### config.mk
export PLATFORM = sky130hd
export DESIGN_NAME = mode_sequencer
export DESIGN_NICKNAME = d
export VERILOG_FILES = /design/src/rtl/mode_sequencer.sv
export SDC_FILE = /design/constraint.sdc
export NUM_CORES = 1
export LEC_CHECK = 0
export CAP_MARGIN = 20
export CORE_MARGIN = 2
export CORE_UTILIZATION = 40
export CTS_CLUSTER_DIAMETER = 50
export CTS_CLUSTER_SIZE = 25
export DETAILED_ROUTE_END_ITERATION = 8
export GPL_TIMING_DRIVEN = 1
export SLEW_MARGIN = 20
export SYNTH_ARGS = -nofsm -noshare
export SYNTH_HDL_FRONTEND = slang
export SYNTH_SLANG_ARGS = --single-unit
export TNS_END_PERCENT = 100
### constraint.sdc
create_clock -name clk -period 2.9 [get_ports clk]
set_input_delay 0.435 -clock clk [delete_from_list [all_inputs] [get_ports clk]]
set_output_delay 0.435 -clock clk [all_outputs]
set_load 0.05 [all_outputs]
### src/rtl/mode_sequencer.sv
// Top-level organ mode FSM: button conditioning, mode/song/difficulty selection,
// key-remap RAM write port and free-running tick clock. Optional: REMAP_DUP_CHECK_EN.
module mode_sequencer #(
  parameter int NUM_KEYS  = 7,
  parameter int NUM_SONGS = 2,
  parameter int DIFF_MIN  = 0,
  parameter int DIFF_MAX  = 6,
  parameter int DIFF_RST  = 4,
  parameter int TICK_DIV  = 100000,
  parameter int CLOCK_W   = 32
) (
  input  logic                               clk,
  input  logic                               rst_n,
  input  logic                               submit,
  input  logic                               cancel,
  input  logic                               oct_up,
  input  logic                               oct_down,
  input  logic [NUM_KEYS-1:0]                note_key,
  input  logic [NUM_KEYS-1:0]                length_key,
  input  logic                               clear_remap,
  output logic [3:0]                         state,
  output logic                               en_free,
  output logic                               en_auto,
  output logic                               en_stdy,
  output logic                               en_play,
  output logic                               en_remap,
  output logic [$clog2(NUM_SONGS+1)-1:0]     song,
  output logic [$clog2(DIFF_MAX+1)-1:0]      difficulty,
  output logic [1:0]                         play_mod,
  output logic                               remap_we,
  output logic [$clog2(NUM_KEYS)-1:0]        remap_addr,
  output logic [NUM_KEYS-1:0]                remap_data,
  output logic                               remap_clr,
  output logic                               dup_err,
  output logic [CLOCK_W-1:0]                 sys_clock
);

  localparam int SONG_W     = $clog2(NUM_SONGS+1);
  localparam int DIFF_W     = $clog2(DIFF_MAX+1);
  localparam int ADDR_W     = $clog2(NUM_KEYS);
  localparam int PRESC_W    = (TICK_DIV > 1) ? $clog2(TICK_DIV) : 1;
  localparam int PLAY_MODES = 4;

  localparam logic [NUM_KEYS-1:0] ONE_K   = NUM_KEYS'(1'b1);
  localparam logic [ADDR_W-1:0]   K_FREE  = ADDR_W'(3'd0);
  localparam logic [ADDR_W-1:0]   K_AUTO  = ADDR_W'(3'd1);
  localparam logic [ADDR_W-1:0]   K_STDY  = ADDR_W'(3'd2);
  localparam logic [ADDR_W-1:0]   K_PLAY  = ADDR_W'(3'd3);
  localparam logic [ADDR_W-1:0]   K_REMAP = ADDR_W'(3'd4);

  typedef enum logic [3:0] {
    S_MENU     = 4'd0,
    S_FREE     = 4'd1,
    S_AUTO_SEL = 4'd2,
    S_AUTO_RUN = 4'd3,
    S_STDY_SEL = 4'd4,
    S_STDY_RUN = 4'd5,
    S_PLAY_SEL = 4'd6,
    S_PLAY_RUN = 4'd7,
    S_REMAP    = 4'd8
  } state_t;

  function automatic logic is_onehot(input logic [NUM_KEYS-1:0] v);
    return (v != {NUM_KEYS{1'b0}}) && ((v & (v - ONE_K)) == {NUM_KEYS{1'b0}});
  endfunction

  function automatic logic [ADDR_W-1:0] key_idx(input logic [NUM_KEYS-1:0] v);
    logic [ADDR_W-1:0] idx;
    idx = {ADDR_W{1'b0}};
    for (int i = 0; i < NUM_KEYS; i++) begin
      if (v[i]) idx = ADDR_W'(i);
    end
    return idx;
  endfunction

  // Enable vector order: {free, auto, stdy, play, remap}
  function automatic logic [4:0] en_of(input state_t s);
    case (s)
      S_FREE:     return 5'b10000;
      S_AUTO_RUN: return 5'b01000;
      S_STDY_RUN: return 5'b00100;
      S_PLAY_RUN: return 5'b00010;
      S_REMAP:    return 5'b00001;
      default:    return 5'b00000;
    endcase
  endfunction

  state_t                state_r;
  logic [4:0]            en_r;
  logic [SONG_W-1:0]     song_r;
  logic [DIFF_W-1:0]     diff_r;
  logic [1:0]            play_mod_r;
  logic                  we_r;
  logic                  clr_r;
  logic [ADDR_W-1:0]     addr_r;
  logic [NUM_KEYS-1:0]   data_r;
  logic [ADDR_W-1:0]     slot_r;
  logic [PRESC_W-1:0]    presc_r;
  logic [CLOCK_W-1:0]    sys_r;

  logic [3:0]            btn_raw_s;
  logic [3:0]            sync1_r;
  logic [3:0]            sync2_r;
  logic [3:0]            prev_r;
  logic [3:0]            pulse_s;
  logic                  sub_p_s;
  logic                  can_p_s;
  logic                  up_p_s;
  logic                  dn_p_s;

  logic                  note_ok_s;
  logic                  len_ok_s;
  logic [ADDR_W-1:0]     note_i_s;
  logic [ADDR_W-1:0]     len_i_s;
  logic                  song_ok_s;
  logic                  cancel_s;
  logic                  remap_sub_s;
  logic                  dup_hit_s;
  logic                  write_s;

  assign btn_raw_s = {oct_down, oct_up, cancel, submit};

  // Two-flop synchroniser plus previous-value flop for rising-edge detection
  always_ff @(posedge clk or negedge rst_n) begin
    if (!rst_n) begin
      sync1_r <= 4'b0000;
      sync2_r <= 4'b0000;
      prev_r  <= 4'b0000;
    end else begin
      sync1_r <= btn_raw_s;
      sync2_r <= sync1_r;
      prev_r  <= sync2_r;
    end
  end

  assign pulse_s = sync2_r & ~prev_r;
  assign sub_p_s = pulse_s[0];
  assign can_p_s = pulse_s[1];
  assign up_p_s  = pulse_s[2];
  assign dn_p_s  = pulse_s[3];

  assign note_ok_s   = is_onehot(note_key);
  assign len_ok_s    = is_onehot(length_key);
  assign note_i_s    = key_idx(note_key);
  assign len_i_s     = key_idx(length_key);
  assign song_ok_s   = sub_p_s && note_ok_s && (int'(note_i_s) < NUM_SONGS);
  assign cancel_s    = can_p_s && (state_r != S_MENU);
  assign remap_sub_s = (state_r == S_REMAP) && !cancel_s && !clear_remap && sub_p_s && note_ok_s;
  assign write_s     = remap_sub_s && !dup_hit_s;

`ifdef REMAP_DUP_CHECK_EN
  logic [NUM_KEYS-1:0] used_r;
  logic                dup_r;
  logic                enter_remap_s;

  assign enter_remap_s = (state_r == S_MENU) && sub_p_s && note_ok_s && (note_i_s == K_REMAP);
  assign dup_hit_s     = |(note_key & used_r);

  // Per-session record of physical keys already written, plus duplicate-reject strobe
  always_ff @(posedge clk or negedge rst_n) begin
    if (!rst_n) begin
      used_r <= {NUM_KEYS{1'b0}};
      dup_r  <= 1'b0;
    end else begin
      dup_r <= remap_sub_s && dup_hit_s;
      if (enter_remap_s) begin
        used_r <= {NUM_KEYS{1'b0}};
      end else if (write_s) begin
        used_r <= used_r | note_key;
      end
    end
  end

  assign dup_err = dup_r;
`else
  assign dup_hit_s = 1'b0;
  assign dup_err   = 1'b0;
`endif

  // Mode FSM with registered enables, selections and remap write port
  always_ff @(posedge clk or negedge rst_n) begin
    if (!rst_n) begin
      state_r    <= S_MENU;
      en_r       <= 5'b00000;
      song_r     <= {SONG_W{1'b0}};
      diff_r     <= DIFF_W'(DIFF_RST);
      play_mod_r <= 2'b00;
      we_r       <= 1'b0;
      clr_r      <= 1'b0;
      addr_r     <= {ADDR_W{1'b0}};
      data_r     <= {NUM_KEYS{1'b0}};
      slot_r     <= {ADDR_W{1'b0}};
    end else begin
      we_r  <= 1'b0;
      clr_r <= 1'b0;
      if (cancel_s) begin
        state_r <= S_MENU;
        en_r    <= en_of(S_MENU);
        song_r  <= {SONG_W{1'b0}};
      end else begin
        case (state_r)
          S_MENU: begin
            if (sub_p_s && note_ok_s) begin
              case (note_i_s)
                K_FREE: begin
                  state_r <= S_FREE;
                  en_r    <= en_of(S_FREE);
                end
                K_AUTO: begin
                  state_r <= S_AUTO_SEL;
                  en_r    <= en_of(S_AUTO_SEL);
                  song_r  <= {SONG_W{1'b0}};
                end
                K_STDY: begin
                  state_r <= S_STDY_SEL;
                  en_r    <= en_of(S_STDY_SEL);
                  song_r  <= {SONG_W{1'b0}};
                end
                K_PLAY: begin
                  state_r <= S_PLAY_SEL;
                  en_r    <= en_of(S_PLAY_SEL);
                  song_r  <= {SONG_W{1'b0}};
                  diff_r  <= DIFF_W'(DIFF_RST);
                end
                K_REMAP: begin
                  state_r <= S_REMAP;
                  en_r    <= en_of(S_REMAP);
                  slot_r  <= {ADDR_W{1'b0}};
                end
                default: state_r <= S_MENU;
              endcase
            end
          end
          S_AUTO_SEL: begin
            if (song_ok_s) begin
              song_r  <= SONG_W'(note_i_s) + SONG_W'(1'b1);
              state_r <= S_AUTO_RUN;
              en_r    <= en_of(S_AUTO_RUN);
            end
          end
          S_STDY_SEL: begin
            if (song_ok_s) begin
              song_r  <= SONG_W'(note_i_s) + SONG_W'(1'b1);
              state_r <= S_STDY_RUN;
              en_r    <= en_of(S_STDY_RUN);
            end
          end
          S_PLAY_SEL: begin
            if (song_ok_s) begin
              song_r     <= SONG_W'(note_i_s) + SONG_W'(1'b1);
              play_mod_r <= (len_ok_s && (int'(len_i_s) < PLAY_MODES)) ? 2'(len_i_s) : 2'b00;
              state_r    <= S_PLAY_RUN;
              en_r       <= en_of(S_PLAY_RUN);
            end else if (up_p_s && !dn_p_s) begin
              if (diff_r != DIFF_W'(DIFF_MAX)) diff_r <= diff_r + DIFF_W'(1'b1);
            end else if (dn_p_s && !up_p_s) begin
              if (diff_r != DIFF_W'(DIFF_MIN)) diff_r <= diff_r - DIFF_W'(1'b1);
            end
          end
          S_REMAP: begin
            // Clear takes priority over a coincident submit
            if (clear_remap) begin
              clr_r   <= 1'b1;
              state_r <= S_MENU;
              en_r    <= en_of(S_MENU);
            end else if (write_s) begin
              we_r   <= 1'b1;
              addr_r <= slot_r;
              data_r <= note_key;
              if (slot_r == ADDR_W'(NUM_KEYS-1)) begin
                slot_r  <= {ADDR_W{1'b0}};
                state_r <= S_MENU;
                en_r    <= en_of(S_MENU);
              end else begin
                slot_r <= slot_r + ADDR_W'(1'b1);
              end
            end
          end
          S_FREE, S_AUTO_RUN, S_STDY_RUN, S_PLAY_RUN: state_r <= state_r;
          default: begin
            state_r <= S_MENU;
            en_r    <= en_of(S_MENU);
          end
        endcase
      end
    end
  end

  // Prescaler and free-running tick counter
  always_ff @(posedge clk or negedge rst_n) begin
    if (!rst_n) begin
      presc_r <= {PRESC_W{1'b0}};
      sys_r   <= {CLOCK_W{1'b0}};
    end else if (presc_r == PRESC_W'(TICK_DIV-1)) begin
      presc_r <= {PRESC_W{1'b0}};
      sys_r   <= sys_r + CLOCK_W'(1'b1);
    end else begin
      presc_r <= presc_r + PRESC_W'(1'b1);
    end
  end

  assign state      = state_r;
  assign en_free    = en_r[4];
  assign en_auto    = en_r[3];
  assign en_stdy    = en_r[2];
  assign en_play    = en_r[1];
  assign en_remap   = en_r[0];
  assign song       = song_r;
  assign difficulty = diff_r;
  assign play_mod   = play_mod_r;
  assign remap_we   = we_r;
  assign remap_addr = addr_r;
  assign remap_data = data_r;
  assign remap_clr  = clr_r;
  assign sys_clock  = sys_r;

endmodule

# [After elaboration in Yosys (flattened, before gate mapping)]
# Cells that the tools add are included.
[totals] reg_bits=92 out_inout_bits=61 wordCells=162
[classes] add_sub_neg=8 order_cmp=2 n_eq_ne=34 muxes=60 n_bitwise=6 reduce_logical=37
[op_table] operator="3-bit two-way mux" count=20
[op_table] operator="5-bit two-way mux" count=8
[op_table] operator="32-bit by 1-bit adder with 32-bit output, second input constant" count=1
[op_table] operator="4-bit two-way mux" count=8
[op_table] operator="5-bit case mux with 6 select lines" count=1
[op_table] operator="3-bit != test, second input constant" count=9
[op_table] operator="4-bit case mux with 6 select lines" count=1
[op_table] operator="4-bit case mux with 5 select lines" count=1
[op_table] operator="17-bit by 1-bit adder with 17-bit output, second input constant" count=1
[op_table] operator="17-bit == test, second input constant" count=1
[op_table] operator="17-bit two-way mux" count=1
[op_table] operator="4-bit by 3-bit == test with 1-bit output, second input constant" count=4
[op_table] operator="8-bit AND reduction" count=2
[op_table] operator="5-bit case mux with 3 select lines" count=1
[op_table] operator="7-bit bitwise AND" count=2
[op_table] operator="7-bit logical NOT" count=2
[op_table] operator="2-bit two-way mux" count=7
[op_table] operator="7-bit nonzero test" count=2
[op_table] operator="7-bit by 1-bit subtractor with 7-bit output, second input constant" count=2
[op_table] operator="1-bit logical AND" count=12
[op_table] operator="3-bit case mux with 2 select lines" count=2
[op_table] operator="2-bit != test, second input constant" count=5
[op_table] operator="1-bit two-way mux" count=9
[op_table] operator="4-bit by 2-bit == test with 1-bit output, second input constant" count=2
[op_table] operator="other kinds (31)" count=43

# [Longest topological paths before layout]
# Gate-level depths: netlist of run 1.
[logic_depth] depth_word=12 mapped_depth=7

# [Least setup slack after synthesis of run 1]
# Ideal clock, no wire load.
[synth_path] path_type="flip-flop to flip-flop" startpoint="reg state_r[3] (netlist: state[3])" endpoint="reg en_r[1]" arrival_ns=2.144 setup_slack_ns=0.631 path_stages_with_launch=6 path_buffers=0 cell_sequence="dfrtp_1 -> or4b_4 -> nor3_4 -> a211oi_1 -> o221ai_2 -> mux2_2"
[synth_via] elab_chain_len=9 elab_cells_between_ends=28 cone_classes="16 x eq/ne; 2 x mux; 10 x reduce/logical"
[synth_rtl] element="from (decl)" line_no="88" rtl="state_t state_r;"
[synth_rtl] element="from (signal assigned)" line_no="279" rtl="S_FREE, S_AUTO_RUN, S_STDY_RUN, S_PLAY_RUN: state_r <= state_r;"
[synth_rtl] element="4-bit nonzero test" line_no="147" rtl="assign cancel_s = can_p_s && (state_r != S_MENU);"
[synth_rtl] element="1-bit logical AND" line_no="147"
[synth_rtl] element="1-bit logical NOT" line_no="148" rtl="assign remap_sub_s = (state_r == S_REMAP) && !cancel_s && !clear_remap && sub_p_s && note_ok_s;"
[synth_rtl] element="1-bit logical AND (4 in series)" line_no="148"
[synth_rtl] element="4-bit != test (no source line)"
[synth_rtl] element="8-bit AND reduction (no source line)"
[synth_rtl] element="to (signal assigned)" line_no="198" rtl="en_r <= en_of(S_MENU);"
[synth_rtl] element="to (signal assigned)" line_no="207" rtl="en_r <= en_of(S_FREE);"
[synth_rtl] element="to (signal assigned)" line_no="211" rtl="en_r <= en_of(S_AUTO_SEL);"
[synth_rtl] element="to (decl)" line_no="89" rtl="logic [4:0] en_r;"
# Parallel ways exist; a longest one is shown, timed or not.
# A chain may end at the register's enable or synchronous reset.

# [Final worst setup path of run 1]
[layout_path] startpoint="in note_key[1]" endpoint="reg addr_r[2] (netlist: remap_addr[2])"
[layout_via] elab_chain_len=6 elab_cells_between_ends=7 cone_classes="1 x add/sub; 1 x bitwise; 5 x reduce/logical"
[layout_rtl] element="from (decl)" line_no="18" rtl="input logic [NUM_KEYS-1:0] note_key,"
[layout_rtl] element="7-bit by 1-bit subtractor with 7-bit output" line_no="64" rtl="return (v != {NUM_KEYS{1'b0}}) && ((v & (v - ONE_K)) == {NUM_KEYS{1'b0}});"
[layout_rtl] element="7-bit bitwise AND" line_no="64"
[layout_rtl] element="7-bit logical NOT" line_no="64"
[layout_rtl] element="1-bit logical AND (*)" line_no="64"
[layout_rtl] element="1-bit logical AND (*)" line_no="148"
[layout_rtl] element="4-bit AND reduction (no source line) (*)"
[layout_rtl] element="to (signal assigned)" line_no="190" rtl="addr_r <= {ADDR_W{1'b0}};"
[layout_rtl] element="to (signal assigned)" line_no="268" rtl="addr_r <= slot_r;"
[layout_rtl] element="to (decl)" line_no="95" rtl="logic [ADDR_W-1:0] addr_r;"
# Mark *: on every way between the ends. The rest lies on a longest branch, timed or not.

==> results of run 1 <==
==> worst max-delay path: stages <==
cell,delay (ns)
clkdlybuf4s50_1,0.53
nor4_1,0.47
nand3_1,0.15
a31oi_2,0.42
nand2_1,0.38
mux2_2,0.39
==> report_power, final <==
group	leakage [nW]	internal [W]	switching, W
logic	1.03	0.0000929	0.000146
registers	1.23	0.00130	0.0000185
clock network	0.0989	0.000408	0.000447
==> sequential cells by signal (all words and copies together) (netlist names) <==
name,count
state,4
sys_clock,32
remap_addr,3
slot_r,3
remap_data,7
remap_clr,1
song,2
prev_r,4
remap_we,1
sync1_r,4
presc_r,17
difficulty,3
play_mod,2
en_r,5
sync2_r,4
==> metrics by stage <==
stage | power, W | setup WS [ns] | cells | cell area [um2]
final | 0.00242 | 0.370 | 610 | 5460
after floorplan | 0.00147 | 0.631 | 380 | 4280
after global placement | 0.00159 | 0.0742 | 594 | 5260
after global routing | 0.00253 | 0.102 | 610 | 5460
after detailed placement | 0.00159 | 0.0206 | 594 | 5260
after CTS | 0.00245 | 0.408 | 610 | 5460
==> cells in the final DEF (no fill, tap or decap), types with 2 or more instances in the layout <==
| cell | Yosys | layout |
|---|---|---|
| a2111oi_0 | 2 | 2 |
| nand4_1 | 14 | 14 |
| and4_1 | 7 | 7 |
| nor2b_1 | 4 | 4 |
| dfrtp_1 | 91 | 91 |
| and2_1 | 4 | 4 |
| or2_2 | 2 | 2 |
| o21ai_0 | 9 | 9 |
| nand3_1 | 26 | 26 |
| o2bb2ai_1 | 4 | 4 |
| a211oi_1 | 6 | 6 |
| clkbuf_8 | 0 | 13 |
| mux2_2 | 14 | 14 |
| nand2b_1 | 5 | 5 |
| ha_1 | 3 | 3 |
| a21bo_2 | 2 | 2 |
| inv_1 | 9 | 9 |
| nor3_1 | 12 | 12 |
| xnor2_1 | 34 | 34 |
| buf_4 | 1 | 7 |
| nand2_1 | 25 | 25 |
| xor2_1 | 13 | 13 |
| clkdlybuf4s50_1 | 0 | 79 |
| a21oi_1 | 7 | 7 |
| a21o_1 | 3 | 3 |
| nor2_1 | 22 | 22 |
| a32o_1 | 2 | 2 |
| a41o_1 | 2 | 2 |
| nor4_1 | 2 | 2 |
| and3_1 | 9 | 9 |
| o31ai_1 | 2 | 2 |
| o21a_1 | 3 | 3 |
| o22ai_1 | 2 | 2 |
| or3_1 | 3 | 3 |
| nor3b_1 | 6 | 6 |
==> cell families after synthesis <==
family          share of synthesized area [%]
mux                                      3.92
xor+xnor                                 9.62
buf+inv                                  1.96
fa+ha+maj                                1.34
simple gates                             20.4
flops                                    53.8
other cells                            0.0876
compound gates                           8.89
==> final cells by class <==
cell class	count	area share, %
flip-flops and latches	92	42.2
multi-input cells	270	34.7
repair buffers	87	15.8
clock buffers	14	3.34
well taps	136	3.11
inverters	9	0.618
clock inverters	2	0.298
==> final timing paths <==
check,slack (ns),endpoint,cells past startpoint,from
min in group clk,0.35,sync2_r[2],0,sync1_r[2]
min reg2reg,0.35,sync2_r[2],0,sync1_r[2]
max,0.37,remap_addr[2],6,note_key[1]
min,0.04,slot_r[0],1,rst_n
max reg2reg,0.60,en_r[1],5,state[3]
max in group asynchronous,2.19,presc_r[1],2,rst_n
==> metal layers <==
metal	global-route usage (%)	vias to the layer above	share of wire (%)	wire, um
li1	-	1541	-	-
met1	22.3	1555	48	4400
met2	26.6	81	45	4110
met3	4.30	13	5.7	526
met4	7.42	0	1.8	165
met5	0	-	0	0
==> qor.yml, run 1 <==
ys_seq_elements: 92
synth_most_common_cell: "dfrtp_1"
path_max_fanout: 11
portBuffers: 80
ant_nets: 0
fin_crit_ns: 2.53
multi_input_area_um2: 1890
synthCells: 380
avgSynthCellArea_um2: 11.3
finalClockSkew_ns: 0.0109
cts_buffer_depth: 2
viasPerCell: 5.23
ys_warn_count: 0
cts_sinks: 92
antenna_found_initial: 0
drive_above_1_share_pct: 10.5
die-height_um: 107
cts_tree: "done"
wl_per_cell_um: 15.1
max-cap-violations: 0
worst_hold_path_type: "input pin to async pin"
cts_setup_buffers: 0
synth_area_leaders: "dfrtp_1 (53%), xnor2_1 (7.0%), mux2_2 (3.7%)"
clk_latency_ns: 0.37
drc_errors: 0
grt_pass1_vias: 3248
tightestPinTransition_ns: 0.658
rsz0062_at_grt: "false"
leakage_nw: 2.36
drt_iter0_markers: 83
cts_resized: 0
cp.required_ns: 3.15
cts_root_buf: "clkbuf_8"
gp_congestion: 0.832
hold_buffers: 0
cp_data_arrival_time_ns: 2.78
vias: 3190
setup_viol: 0
nets: 494
yosys.area.top_type: "dfrtp_1"
critPathCaptureType: "register"
yosysTopAreaCellShare_pct: 53.2
dp_hpwl_um: 6590
utilization_pct: 52.7
coreArea_um2: 10400
die_area_um2: 11500
wirelength_um: 9210
drv_slew: 0
first_pass_iters: 4
start_util_pct: 41.3
synth.distinct_cells: 59
clock.fmax_mhz: 395
hold_violations: 0
syn_to_final_growth_pct: 27.6
die_w_um: 107
numCtsBuffers: 9
fillers: 972
netlist_area_um2: 4280
ys_seq_area_share_pct: 53.8
h-tree-depth: 3
max-slew-margin-rel_pct: 55.0
io_pins: 82
post-route-period-util_pct: 87.2
final.setup.tns_ns: 0
grt_max_degree: 53
grt_use_total_pct: 17.0
grt_overflow: 0
synth_common_cells: "dfrtp_1 (91), xnor2_1 (34), nand3_1 (26), nand2_1 (25), nor2_1 (22)"
rows: 37
peakVddDrop_mv: 0.195
crit_type: "input pin to register"
p_per_area_nw_per_um2: 442
start_kind: "input pin"
regArea_um2: 2300
holdWs_ns: 0.0450
path_clk_slew_ns: 0.09
synthesis.nets: 405
outcome: "finished, final reports clean"
grt_pass1_wl_um: 15500
synth_edf_count: 0
antenna_cells: 0
synthArstFlopShare_pct: 100
ys.flop_type: "dfrtp_1"
(Power assumes the default switching activity.)
==> inputs of run 2 (changes only) <==
--- a/config.mk
+++ b/config.mk
@@ -6,12 +6,14 @@
 export NUM_CORES = 1
 export LEC_CHECK = 0
 export CAP_MARGIN = 20
+export CORE_ASPECT_RATIO = 2
 export CORE_MARGIN = 2
 export CORE_UTILIZATION = 40
 export CTS_CLUSTER_DIAMETER = 50
 export CTS_CLUSTER_SIZE = 25
 export DETAILED_ROUTE_END_ITERATION = 8
 export GPL_TIMING_DRIVEN = 1
+export SKIP_LAST_GASP = 1
 export SLEW_MARGIN = 20
 export SYNTH_ARGS = -nofsm -noshare
 export SYNTH_HDL_FRONTEND = slang
==> constraint.sdc (replaced) <==
create_clock -name clk -period 2.96 [get_ports clk]
set_input_delay 0.444 -clock clk [delete_from_list [all_inputs] [get_ports clk]]
set_output_delay 0.444 -clock clk [all_outputs]
set_load 0.05 [all_outputs]
==> qor.yml, run 2 (synthesized netlist as in run 1, its figures left out) <==
outcome: "finished, final reports clean"  # unchanged
die_area_um2: 11600  # was 11500 um2
cts_resized: 0  # unchanged
crit_buf_inv: 1  # unchanged
drive_above_1_share_pct: 11.5  # was 10.5%
max-slew-margin-rel_pct: 59.7  # was 55.0%
nets: 499  # was 494
crit_family: "simple AND/OR/NAND/NOR gates"  # unchanged
hold_violations: 0  # unchanged
largest_register_ff_count: 32  # unchanged
setup_viol: 0  # unchanged
clock.fmax_mhz: 397
drv_slew: 0  # unchanged
portBuffers: 80  # unchanged
h-tree-depth: 3  # unchanged
fillers: 985  # was 972
drt_iter0_markers: 182  # was 83
grt_pass1_wl_um: 16800  # was 15500 um
grt_pass1_vias: 3378  # was 3248
syn_to_final_growth_pct: 31.4  # was 27.6%
multi_input_area_um2: 1890  # unchanged
regArea_um2: 2300  # unchanged
cts_root_buf: "clkbuf_16"  # was clkbuf_8
path_clk_slew_ns: 0.07  # was 0.09 ns
cts_setup_buffers: 0  # unchanged
worst_path_largest_cell_delay_ns: 0.56  # was 0.53 ns
rsz0062_at_grt: "false"  # unchanged
coreArea_um2: 10500  # was 10400 um2
numCtsBuffers: 9  # unchanged
cpMaxStageDelayCell: "nor4_1"  # was clkdlybuf4s50_1
drc_errors: 0  # unchanged
die_w_um: 77.1  # was 107 um
layout_commonest_cell: "dfrtp_1"  # unchanged
tightestPinTransition_ns: 0.600  # was 0.658 ns
leakage_nw: 2.45  # was 2.36 nW
final_cell_mix: "dfrtp_1 (91), clkdlybuf4s50_1 (79), xnor2_1 (34), nand3_1 (26), nand2_1 (25)"  # unchanged
grt_use_total_pct: 18.6  # was 17.0%
post-route-period-util_pct: 85.0
grt_overflow: 0  # unchanged
wirelength_um: 10200  # was 9210 um
cp_data_arrival_time_ns: 2.74  # was 2.78 ns
start_kind: "input pin"  # unchanged
ant_nets: 0  # unchanged
die-height_um: 150  # was 107 um
first_pass_iters: 4  # unchanged
cts_tree: "done"  # unchanged
dp_hpwl_um: 7590  # was 6590 um
crit_type: "input pin to register"  # unchanged
grt_max_degree: 53  # unchanged
gp_congestion: 0.887  # was 0.832
finalClockSkew_ns: 0.00984  # was 0.0109 ns
antenna_cells: 0  # unchanged
clk_latency_ns: 0.34  # was 0.37 ns
antenna_found_initial: 0  # unchanged
critPathCaptureType: "register"  # unchanged
placed_cells: 600  # was 594
start_util_pct: 40.9  # was 41.3%
io_pins: 82  # unchanged
cp.required_ns: 3.18  # was 3.15 ns
fin_crit_ns: 2.52
peakVddDrop_mv: 0.309  # was 0.195 mV
hold_buffers: 0  # unchanged
final.setup.tns_ns: 0  # unchanged
vias: 3312  # was 3190
wl_per_cell_um: 16.6  # was 15.1 um
cts_sinks: 92  # unchanged
crit_chain: "clkdlybuf4s50_1 > nor4_1 > o21ai_0 > a31oi_2 > nand2_1 > mux2_2"  # was clkdlybuf4s50_1 > nor4_1 > nand3_1 > a31oi_2 > nand2_1 > mux2_2
path_max_fanout: 11  # unchanged
layout.cells.non_filler: 616  # was 610
p_per_area_nw_per_um2: 495  # was 442 nW/um2
cts_buffer_depth: 2  # unchanged
max-cap-violations: 0  # unchanged
viasPerCell: 5.38  # was 5.23
rows: 53  # was 37
worst_hold_path_type: "input pin to async pin"  # unchanged
run 2: worst reg2reg max path, stage by stage (launching register included):
cell,delay [ns]
dfrtp_1,0.49
or4b_4,0.61
nor3_4,0.32
nand2_1,0.40
mux2_2,0.40
run 2: layout make-up:
cell class,instances,area share [%]
sequential,92,40.9
multi-input combinational,270,33.7
timing repair buffer,92,16.0
clock buffer,10,4.07
tap,137,3.05
clock inverter,6,1.67
inverter,9,0.601
run 2: per-layer routing:
| metal | track usage (%) | part of all wire, % | vias up |
|---|---|---|---|
| li1 | - | - | 1548 |
| met5 | 0 | 0 | - |
| met4 | 10.4 | 3.7 | 0 |
| met3 | 3.90 | 3.8 | 24 |
| met2 | 34.1 | 55 | 100 |
| met1 | 19.3 | 38 | 1640 |
run 2: per-stage QoR:
step                utilization [%]  cell area, um2  hold WS [ns]  total power [W]  setup slack, ns
CTS                            53.7            5630         0.102          0.00283            0.424
detailed placement             50.6            5300         0.338          0.00157           0.0622
global route                   53.7            5630         0.121          0.00291            0.170
global placement               50.6            5300         0.332          0.00156            0.248
floorplan                         -            4280         0.148          0.00144            0.691
finish                         53.7            5630        0.0969          0.00279            0.444
run 2: worst paths after layout:
check                                 start  slack, ns  cells after the start             to
worst min register to register   sync1_r[0]       0.35                      0     sync2_r[0]
worst min-delay path                  rst_n        0.1                      1    play_mod[1]
worst max register to register     state[1]       0.64                      4  remap_data[2]
min in group clk                 sync1_r[0]       0.35                      0     sync2_r[0]
max in group asynchronous             rst_n       2.13                      2  difficulty[2]
worst max-delay path            note_key[1]       0.44                      6  remap_data[2]
run 2: power breakdown:
| part | internal (W) | switching, W | leakage (nW) | total, W |
|---|---|---|---|---|
| logic | 0.0000954 | 0.000148 | 1.06 | 0.000244 |
| clock network | 0.000751 | 0.000495 | 0.159 | 0.00125 |
| registers | 0.00128 | 0.0000186 | 1.23 | 0.00130 |
| total | 0.00212 | 0.000661 | 2.45 | 0.00279 |
